**config.mk**
```make
export PLATFORM = sky130hd
export DESIGN_NAME = cb_config_sequencer
export DESIGN_NICKNAME = d
export VERILOG_FILES = /design/src/rtl/cb_config_sequencer.sv
export SDC_FILE = /design/constraint.sdc
export NUM_CORES = 1
export LEC_CHECK = 0
export BUFFER_PORTS_ARGS = -buffer_cell sky130_fd_sc_hd__buf_4
export CAP_MARGIN = 20
export CORE_ASPECT_RATIO = 1.2
export CORE_UTILIZATION = 46
export CTS_CLUSTER_SIZE = 10
export DETAILED_ROUTE_END_ITERATION = 12
export GPL_ROUTABILITY_DRIVEN = 0
export PLACE_DENSITY = 0.92
export SETUP_SLACK_MARGIN = 0.05
export SYNTH_ARGS = -nofsm -noshare
export SYNTH_HDL_FRONTEND = slang
export SYNTH_SLANG_ARGS = --single-unit
```
**constraint.sdc**
```tcl
create_clock -name clk -period 2.3 [get_ports clk]
set_input_delay 0.115 -clock clk [delete_from_list [all_inputs] [get_ports clk]]
set_output_delay 0.115 -clock clk [all_outputs]
set_load 0.1 [all_outputs]
```
**src/rtl/cb_config_sequencer.sv**
```systemverilog
// Connection-box configuration sequencer: one outstanding host request,
// timed config-bus write/readback, verify compare and mismatch counter.
module cb_config_sequencer #(
  parameter int ADDR_WIDTH = 32,
  parameter int DATA_WIDTH = 32,
  parameter int ERR_WIDTH  = 8
) (
  input  logic                  clk,
  input  logic                  reset,
  input  logic                  req_valid,
  output logic                  req_ready,
  input  logic                  req_op,
  input  logic                  req_verify,
  input  logic [ADDR_WIDTH-1:0] req_addr,
  input  logic [DATA_WIDTH-1:0] req_data,
  output logic                  rsp_valid,
  input  logic                  rsp_ready,
  output logic [DATA_WIDTH-1:0] rsp_data,
  output logic                  rsp_error,
  output logic [ADDR_WIDTH-1:0] config_addr,
  output logic [DATA_WIDTH-1:0] config_data,
  output logic                  config_en,
  input  logic [DATA_WIDTH-1:0] read_data,
  output logic [ERR_WIDTH-1:0]  err_count,
  output logic                  busy
);

  typedef enum logic [1:0] {
    IDLE,
    WRITE,
    SETTLE,
    RESP
  } state_t;

  state_t state, state_nxt;
  logic   op_q;
  logic   verify_q;
  logic   accept;
  logic   mismatch;

  // ready is gated by reset so nothing is accepted on a reset edge
  assign req_ready = (state == IDLE) & reset;
  assign accept    = req_valid & req_ready;
  assign config_en = (state == WRITE);
  assign rsp_valid = (state == RESP);
  assign busy      = (state != IDLE);

  // config_data still holds the written value during SETTLE
  assign mismatch = ~op_q & verify_q & (read_data != config_data);

  always_comb begin
    state_nxt = state;
    unique case (state)
      IDLE:    if (accept) state_nxt = req_op ? SETTLE : WRITE;
      WRITE:   state_nxt = SETTLE;
      SETTLE:  state_nxt = RESP;
      RESP:    if (rsp_ready) state_nxt = IDLE;
      default: state_nxt = IDLE;
    endcase
  end

  always_ff @(posedge clk) begin
    if (!reset) begin
      state       <= IDLE;
      op_q        <= 1'b0;
      verify_q    <= 1'b0;
      config_addr <= '0;
      config_data <= '0;
      rsp_data    <= '0;
      rsp_error   <= 1'b0;
      err_count   <= '0;
    end else begin
      state <= state_nxt;
      if (accept) begin
        config_addr <= req_addr;
        config_data <= req_data;
        op_q        <= req_op;
        verify_q    <= req_verify;
      end
      if (state == SETTLE) begin
        rsp_data  <= read_data;
        rsp_error <= mismatch;
        if (mismatch && (err_count != '1))
          err_count <= err_count + ERR_WIDTH'(1);
      end
    end
  end

endmodule

```
### Yosys cells after proc, flatten, opt, wreduce, memory -nomap -nowiden

Cells that the tools add are included.

* output and inout port bits: 109
* word-level logic and storage cells: 30
* register bits: 109
* input bits: 102

* muxes and demuxes: 4
* bitwise logic cells: 5
* reductions and logical operators: 5
* add/subtract/negate cells: 1
* equality and inequality tests: 7

Operators with widths (number)
* 32-bit inequality test: 1
* 8-bit by 1-bit adder with 8-bit output (second input constant): 1
* 8-bit inequality test (second input constant): 1
* 2-bit case mux with 4 select lines: 1
* 2-bit 2-to-1 mux: 3
* 1-bit bitwise AND: 4
* 2-bit == test (second input constant): 2
* 2-bit AND reduction: 2
* 2-bit by 1-bit == test with 1-bit output (second input constant): 1
* 2-bit zero test: 1
* 2-bit by 1-bit inequality test with 1-bit output (second input constant): 1
* 2-bit inequality test (second input constant): 1
* 2-bit nonzero test: 1
* 1-bit logical AND: 1
* 1-bit NOT: 1

### Longest topological paths before layout

Gate-level depths: netlist of run 1.

* depth after elaboration: 5
* mapped depth: 9
* depth with buffers taken out: 7

### Least setup slack after synthesis of run 1

OpenSTA, ideal clock, no wires.

* kind: reg-to-output
* start point: register state[0]
* end point: output req_ready
* slack: -0.198 ns
* data required time: 2.185 ns
* cell stages (with the launch flop): 5
* buffers on the path: 0
* data arrival time: 2.383 ns
* cell sequence: dfxtp_1 -> inv_1 -> ha_1 -> inv_1 -> nor2_1

* longest elaborated chain between the ends: 2

Ends and longest elaborated chain
* start: declaration: line 35 `state_t state, state_nxt;`
* start signal: assignment: line 73 `state <= state_nxt;`
* 2-bit zero test: line 42 `assign req_ready = (state == IDLE) & reset;`
* 1-bit bitwise AND: line 42
* end: declaration: line 11 `output logic req_ready,`

Every way passes these cells.

### Worst setup path after layout of run 1

* start point: input read_data[6]
* end point: register err_count[7]

* longest elaborated chain between the ends: 4

Ends and longest elaborated chain
* start: declaration: line 23 `input logic [DATA_WIDTH-1:0] read_data,`
* 32-bit inequality test: line 49 `assign mismatch = ~op_q & verify_q & (read_data != config_data);`
* 1-bit bitwise AND: line 49
* 1-bit logical AND: line 83 `if (mismatch && (err_count != '1))`
* 2-bit AND reduction (no line)
* end signal: assignment: line 84 `err_count <= err_count + ERR_WIDTH'(1);`
* end: declaration: line 24 `output logic [ERR_WIDTH-1:0] err_count,`

Every way passes these cells.
A chain may end at the register's enable or synchronous reset.

==> flow_summary_export.csv, run 1 <==
group,metric,value,unit
status,violations,"hold timing",
global_routing,grt_pass1_wl,23900,um
timing,fin_crit,2070,ps
power,cellLeakagePower,3.10,nW
timing,clock_skew,19.3,ps
setup_path,cp_max_fo,12,
floorplanning,num_rows,38,
clocking,htree_levels,3,
timing,fmax,483,MHz
synth,synth_flop_cell,"dfxtp_1",
synth,synth_seq_cells,109,
global_routing,grt_util_all_layers,31.4,%
timing,finalHoldViolations,1,
final_layout,mostFrequentLayoutCells,"215 x buf_4, 135 x nand2_1, 109 x dfxtp_1",
global_routing,grtUsageMet2,58.5,%
power,ir_drop,0.000787,V
final_layout,layout.nets,882,
clocking,cts_root_buf,"clkbuf_8",
global_routing,use_met3,6.47,%
synth,ys_types,35,
placed_design,port_buffers,210,
route,drt-total-wl,15600,um
final_layout,area_growth,59.0,%
synth,syn-cell-area,0.00435,sq mm
global_routing,grt-ovfl-total,0,
final_layout,final_util,75.8,%
setup_path,crit_type,"input pin to register",
clocking,cts_tree,"built",
status,status,"complete, but fails checks",
synth,synth_edf_count,0,
global_routing,met1_usage,32.3,%
timing,rsz0062_at_grt,"no",
final_layout,drive_gt1_share,30.6,%
synth,yosysTopAreaCell,"dfxtp_1",
clocking,max-clock-path-buffers,2,
power,powerDensity,1220,mW/mm^2
timing,tightest_slew,623,ps
route,avgRoutedWirePerCell,17.4,um
setup_path,crit_path_end_kind,"register",
synth,syn-instance-count,508,
global_routing,grt_max_degree,83,
timing,finalSetupViolations,0,
route,remaining_drc_errors,0,
floorplanning,fp.dieH,109,um
synth,synthTopCellsByArea,"dfxtp_1 50%, nand2_1 12%, mux2i_1 8.1%, o21ai_0 7.8%, xor2_1 6.4%",
global_routing,grt_pass1_vias,4827,
floorplanning,die-area,0.00985,sq mm
setup_path,worstPathRequired,2570,ps
route,drtIter0Drc,240,
clocking,numCtsBuffers,9,
timing,finalCritPeriodShare,90.1,%
synth,synth_top_cell_area_share,50.1,%
floorplanning,core,0.00913,sq mm
synth,seq_area_frac_synth,50.1,%
route,drt-pass1-iter-count,5,
floorplanning,chipWidth,90.8,um
synth,syn_avg_cell_area,8.57,sq um
timing,relSlewSlack,58.5,%
global_routing,top_usage_layer,"met2",
synth,synthArstFlopShare,0,%
job,maxCapViolations,0,
final_layout,seq_area,0.00218,sq mm
route,num_vias,4660,
final_layout,final.fill_count,581,
global_routing,antenna_found_initial,1,
min_path,hold_class,"input pin to register",
route,via_per_inst,5.18,
clocking,cts.reportedPaths.clkPinSlew,110,ps
floorplanning,ios,211,
timing,whs,-4.10,ps
synth,synth_nets,616,
setup_path,arrival,2340,ps
final_layout,multi_input_area,0.00202,sq mm
final_layout,mostFrequentLayoutCell,"buf_4",
setup_path,cp-start-kind,"input pin",
clocking,cts_sinks,109,
synth,yosysWarnings,0,
timing,setup_tns,0,ps
floorplanning,start_util,47.7,%
clocking,cts_setup_buffers,0,
clocking,clk_latency,370,ps
placed_design,dp_hpwl,9860,um
route,detail-route-antenna-nets,0,
timing,finalMaxSlewViolations,0,
==> kinds of logic (layout without fill, tap and decap cells) <==
kind of cell               after synthesis  count (layout)  synth area share [%]
DFF                                    109             109                  50.1
and+or+nand+nor                        204             204                  19.5
muxes                                   35              35                  8.05
adders and majority gates                6               6                  1.73
buffers and inverters                   39             310                  3.68
xor gates and xnor gates                32              32                  6.44
other                                    0               1                     0
AOI/OAI and AO/OA                       83              83                  10.5
==> metrics by stage <==
stage | cells | hold slack [ps] | area, sq um | total power [mW] | setup WS [ps]
global placement | 812 | 308 | 6010 | 7.08 | 483
finish | 900 | -4.10 | 6920 | 8.44 | 227
detailed placement | 812 | 317 | 6010 | 7.17 | 355
global route | 900 | 6.41 | 6920 | 8.71 | 85.9
CTS | 899 | 0.948 | 6920 | 8.38 | 338
floorplan | 508 | 224 | 4350 | 6.14 | 117
==> path summary, 6_finish.rpt <==
check                       start  cells past startpoint  slack [ps]               to
setup reg to reg  config_data[11]                      6         320     err_count[7]
hold / removal      read_data[14]                      3          -4     rsp_data[14]
hold reg to reg   config_addr[31]                      2         470  config_addr[31]
setup / recovery     read_data[6]                      8         230     err_count[7]
==> state kept, by name, indices dropped and copies added (netlist names) <==
register,count
op_q,1
config_addr,32
config_data,32
rsp_data,32
rsp_error,1
err_count,8
state,2
verify_q,1
==> what timing repair did <==
item | CTS | global route
gates resized for setup | 0 | 0
hold buffers | 71 | 0
endpoints found under the hold margin | 71 | 0
setup endpoints to repair | 0 | 0
==> area by class of cell <==
| cell class | instances | area share [%] |
|---|---|---|
| repair buffers | 287 | 33.9 |
| flip-flops and latches | 109 | 31.5 |
| multi-input cells | 360 | 29.2 |
| clock buffers | 12 | 2.39 |
| well taps | 120 | 2.17 |
| clock inverters | 4 | 0.434 |
| inverters | 7 | 0.380 |
| diodes | 1 | 0.0362 |
==> worst max-delay path, stage by stage <==
cell and delay, ps:
dlygate4sd3_1 550, buf_4 140, xor2_1 170, nor4_1 360, nand4_1 210, o21bai_2 440
nor2b_1 90, o221a_1 250
==> layer usage <==
layer	vias up	part of all wire, %
met3	66	6.6
met2	250	52
met5	-	0
li1	2205	-
met4	0	5.3
met1	2139	36
==> cells in the mapped netlist (2+ instances only) <==
master and number:
o21ai_0 68, clkbuf_1 22, nor4_1 9, a21oi_1 6
xor2_1 32, buf_2 2, nand2_1 135, dfxtp_1 109
nand3_1 5, buf_1 6, inv_1 7, nor2_1 39
ha_1 6, nand2b_1 3, a211oi_1 2, nand4_1 2
nor2b_1 2, mux2i_1 35, nor3_1 2
==> report_power, final <==
group	internal (mW)	leakage [nW]	switching [mW]
registers	2.27	0.893	0.270
logic	1.08	2.10	3.69
clock network	0.488	0.0990	0.649
total	3.83	3.10	4.61
Power figures use the tool's default switching activity.
==> run 2: changes to the inputs <==
Settings changed: CORE_UTILIZATION 46 to 42, PLACE_DENSITY 0.92 to 0.89.
Clock period 2.3 ns to 1.75 ns, I/O delays scaled along.
==> run 2 against run 1 <==
The flow finishes with violations (setup timing). Worst setup slack got worse by 320 ps. Global-route usage down 2.5 points. Final cell count increased by 3.6%. Via count is 1.9% higher. Cell area up 9.6%. Die area rose by 9.3%. Power rose by 42%. Sequential power increased by 33%. First-iteration DRC count decreased by 16%. Largest cell class unchanged.
==> flow_summary_export.csv, run 2 (synthesis results as in run 1) <==
group,metric,value,unit
timing,finalMaxSlewViolations,0,
min_path,hold_class,"input pin to register",
clocking,clk_latency,350,ps
timing,finalCritPeriodShare,105,%
final_layout,mostFrequentLayoutCells,"238 x buf_4, 135 x nand2_1, 71 x dlygate4sd3_1",
placed_design,pre_cts_ws,-162,ps
power,cellLeakagePower,3.32,nW
placed_design,dp_hpwl,9980,um
final_layout,largestRegisters,"config_addr (32), config_data (32), rsp_data (32)",
route,drt-pass1-iter-count,5,
final_layout,mostFrequentLayoutCell,"buf_4",
setup_path,arrival,2050,ps
global_routing,grt_max_degree,77,
final_layout,final.fill_count,623,
final_layout,stdcell_count,932,
timing,fin_ws,-91.9,ps
power,p_total,12.0,mW
clocking,cts_root_buf,"clkbuf_16",
timing,rsz0062_at_grt,"yes",
clocking,cts.reportedPaths.clkPinSlew,80,ps
clocking,max-clock-path-buffers,2,
status,status,"complete, but fails checks",
placed_design,dpl.cell_count,839,
power,powerDensity,1580,mW/mm^2
final_layout,drive_gt1_share,41.2,%
timing,finalHoldViolations,0,
floorplanning,fp.dieH,114,um
clocking,cts_tree,"built",
clocking,cts_sinks,109,
timing,relSlewSlack,59.7,%
status,violations,"setup timing",
route,drt-total-wl,15700,um
final_layout,final_util,75.4,%
final_layout,area_growth,74.3,%
clocking,htree_levels,3,
setup_path,crit_path_end_kind,"register",
global_routing,grt_util_all_layers,28.9,%
global_routing,grt_pass1_wl,23700,um
timing,whs,6.59,ps
timing,finalSetupViolations,8,
timing,fmax,543,MHz
timing,setup_tns,-501,ps
floorplanning,core,0.0101,sq mm
route,drtIter0Drc,202,
setup_path,cp-start-kind,"register",
global_routing,antenna_found_initial,0,
global_routing,grt-ovfl-total,0,
setup_path,cp_max_fo,6,
floorplanning,ios,211,
route,via_per_inst,5.09,
setup_path,crit_type,"register to register",
final_layout,final_area,0.00758,sq mm
setup_path,worstPathRequired,1960,ps
final_layout,diodes,0,
floorplanning,start_util,43.3,%
power,ir_drop,0.00134,V
placed_design,port_buffers,210,
route,avgRoutedWirePerCell,16.9,um
timing,fin_crit,1840,ps
route,detail-route-antenna-nets,0,
timing,clock_skew,10.5,ps
floorplanning,chipWidth,94.9,um
job,maxCapViolations,0,
route,remaining_drc_errors,0,
clocking,numCtsBuffers,9,
floorplanning,num_rows,40,
final_layout,layout.nets,909,
global_routing,grt_pass1_vias,4868,
floorplanning,die-area,0.0108,sq mm
timing,tightest_slew,605,ps
route,num_vias,4747,
placed_design,dpl_cell_area,0.00633,sq mm
==> run 2: changes by cell type in the layout (fill, tap and decap cells not counted), moves of 9 or more <==
cell	delta
buf_4	+23
clkbuf_16	+9
clkbuf_8	-12
dfxtp_1	-41
dfxtp_4	+34
xor2_1	-11
xor2_2	+10
==> run 2: layout make-up <==
cell class                      instances  area (sq um)  area share (%)
Clock inverter                          3          45.0           0.594
Clock buffer                           13           240            3.17
Sequential cell                       109          2320            30.6
Multi-Input combinational cell        360          2230            29.4
Timing Repair Buffer                  314          2560            33.8
Inverter                                7          30.0           0.396
Tap cell                              126           158            2.08
==> run 2: power by group <==
| group | switching [mW] | internal [mW] |
|---|---|---|
| Combinational | 4.93 | 1.63 |
| Clock | 0.889 | 1.12 |
| Sequential | 0.346 | 3.04 |
| Total | 6.17 | 5.79 |
==> run 2: routing by layer <==
metal  vias to the layer above  wire length [um]  GRT usage, %
met5                         -                 0             0
met4                         0               864          19.5
met3                        66               909          5.80
met2                       236              8190          52.1
met1                      2197              5770          29.6
li1                       2248                 -             -
==> run 2: timing repair <==
item                                   CTS  global route
gates resized for setup                 20            17
hold buffers                            71             0
pin swaps                               14             9
endpoints found under the hold margin   71             0
buffers inserted                         3             3
setup endpoints to repair                8            10
cloned                                   0             0
==> run 2: final timing paths <==
| path | depth (start not counted) | slack, ps | endpoint | start |
|---|---|---|---|---|
| max | 7 | -90 | err_count[0] | config_data[28] |
| min | 3 | 7 | rsp_data[13] | read_data[13] |
| max reg2reg | 7 | -90 | err_count[0] | config_data[28] |
| min reg2reg | 2 | 460 | config_addr[31] | config_addr[31] |
==> run 2: critical path: stages (launching register included) <==
cell and delay [ps]:
dfxtp_4 350, xor2_2 150, nor4_1 340, nand4_1 250, o21bai_4 280, buf_6 170, or3_1 110, a21oi_1 50
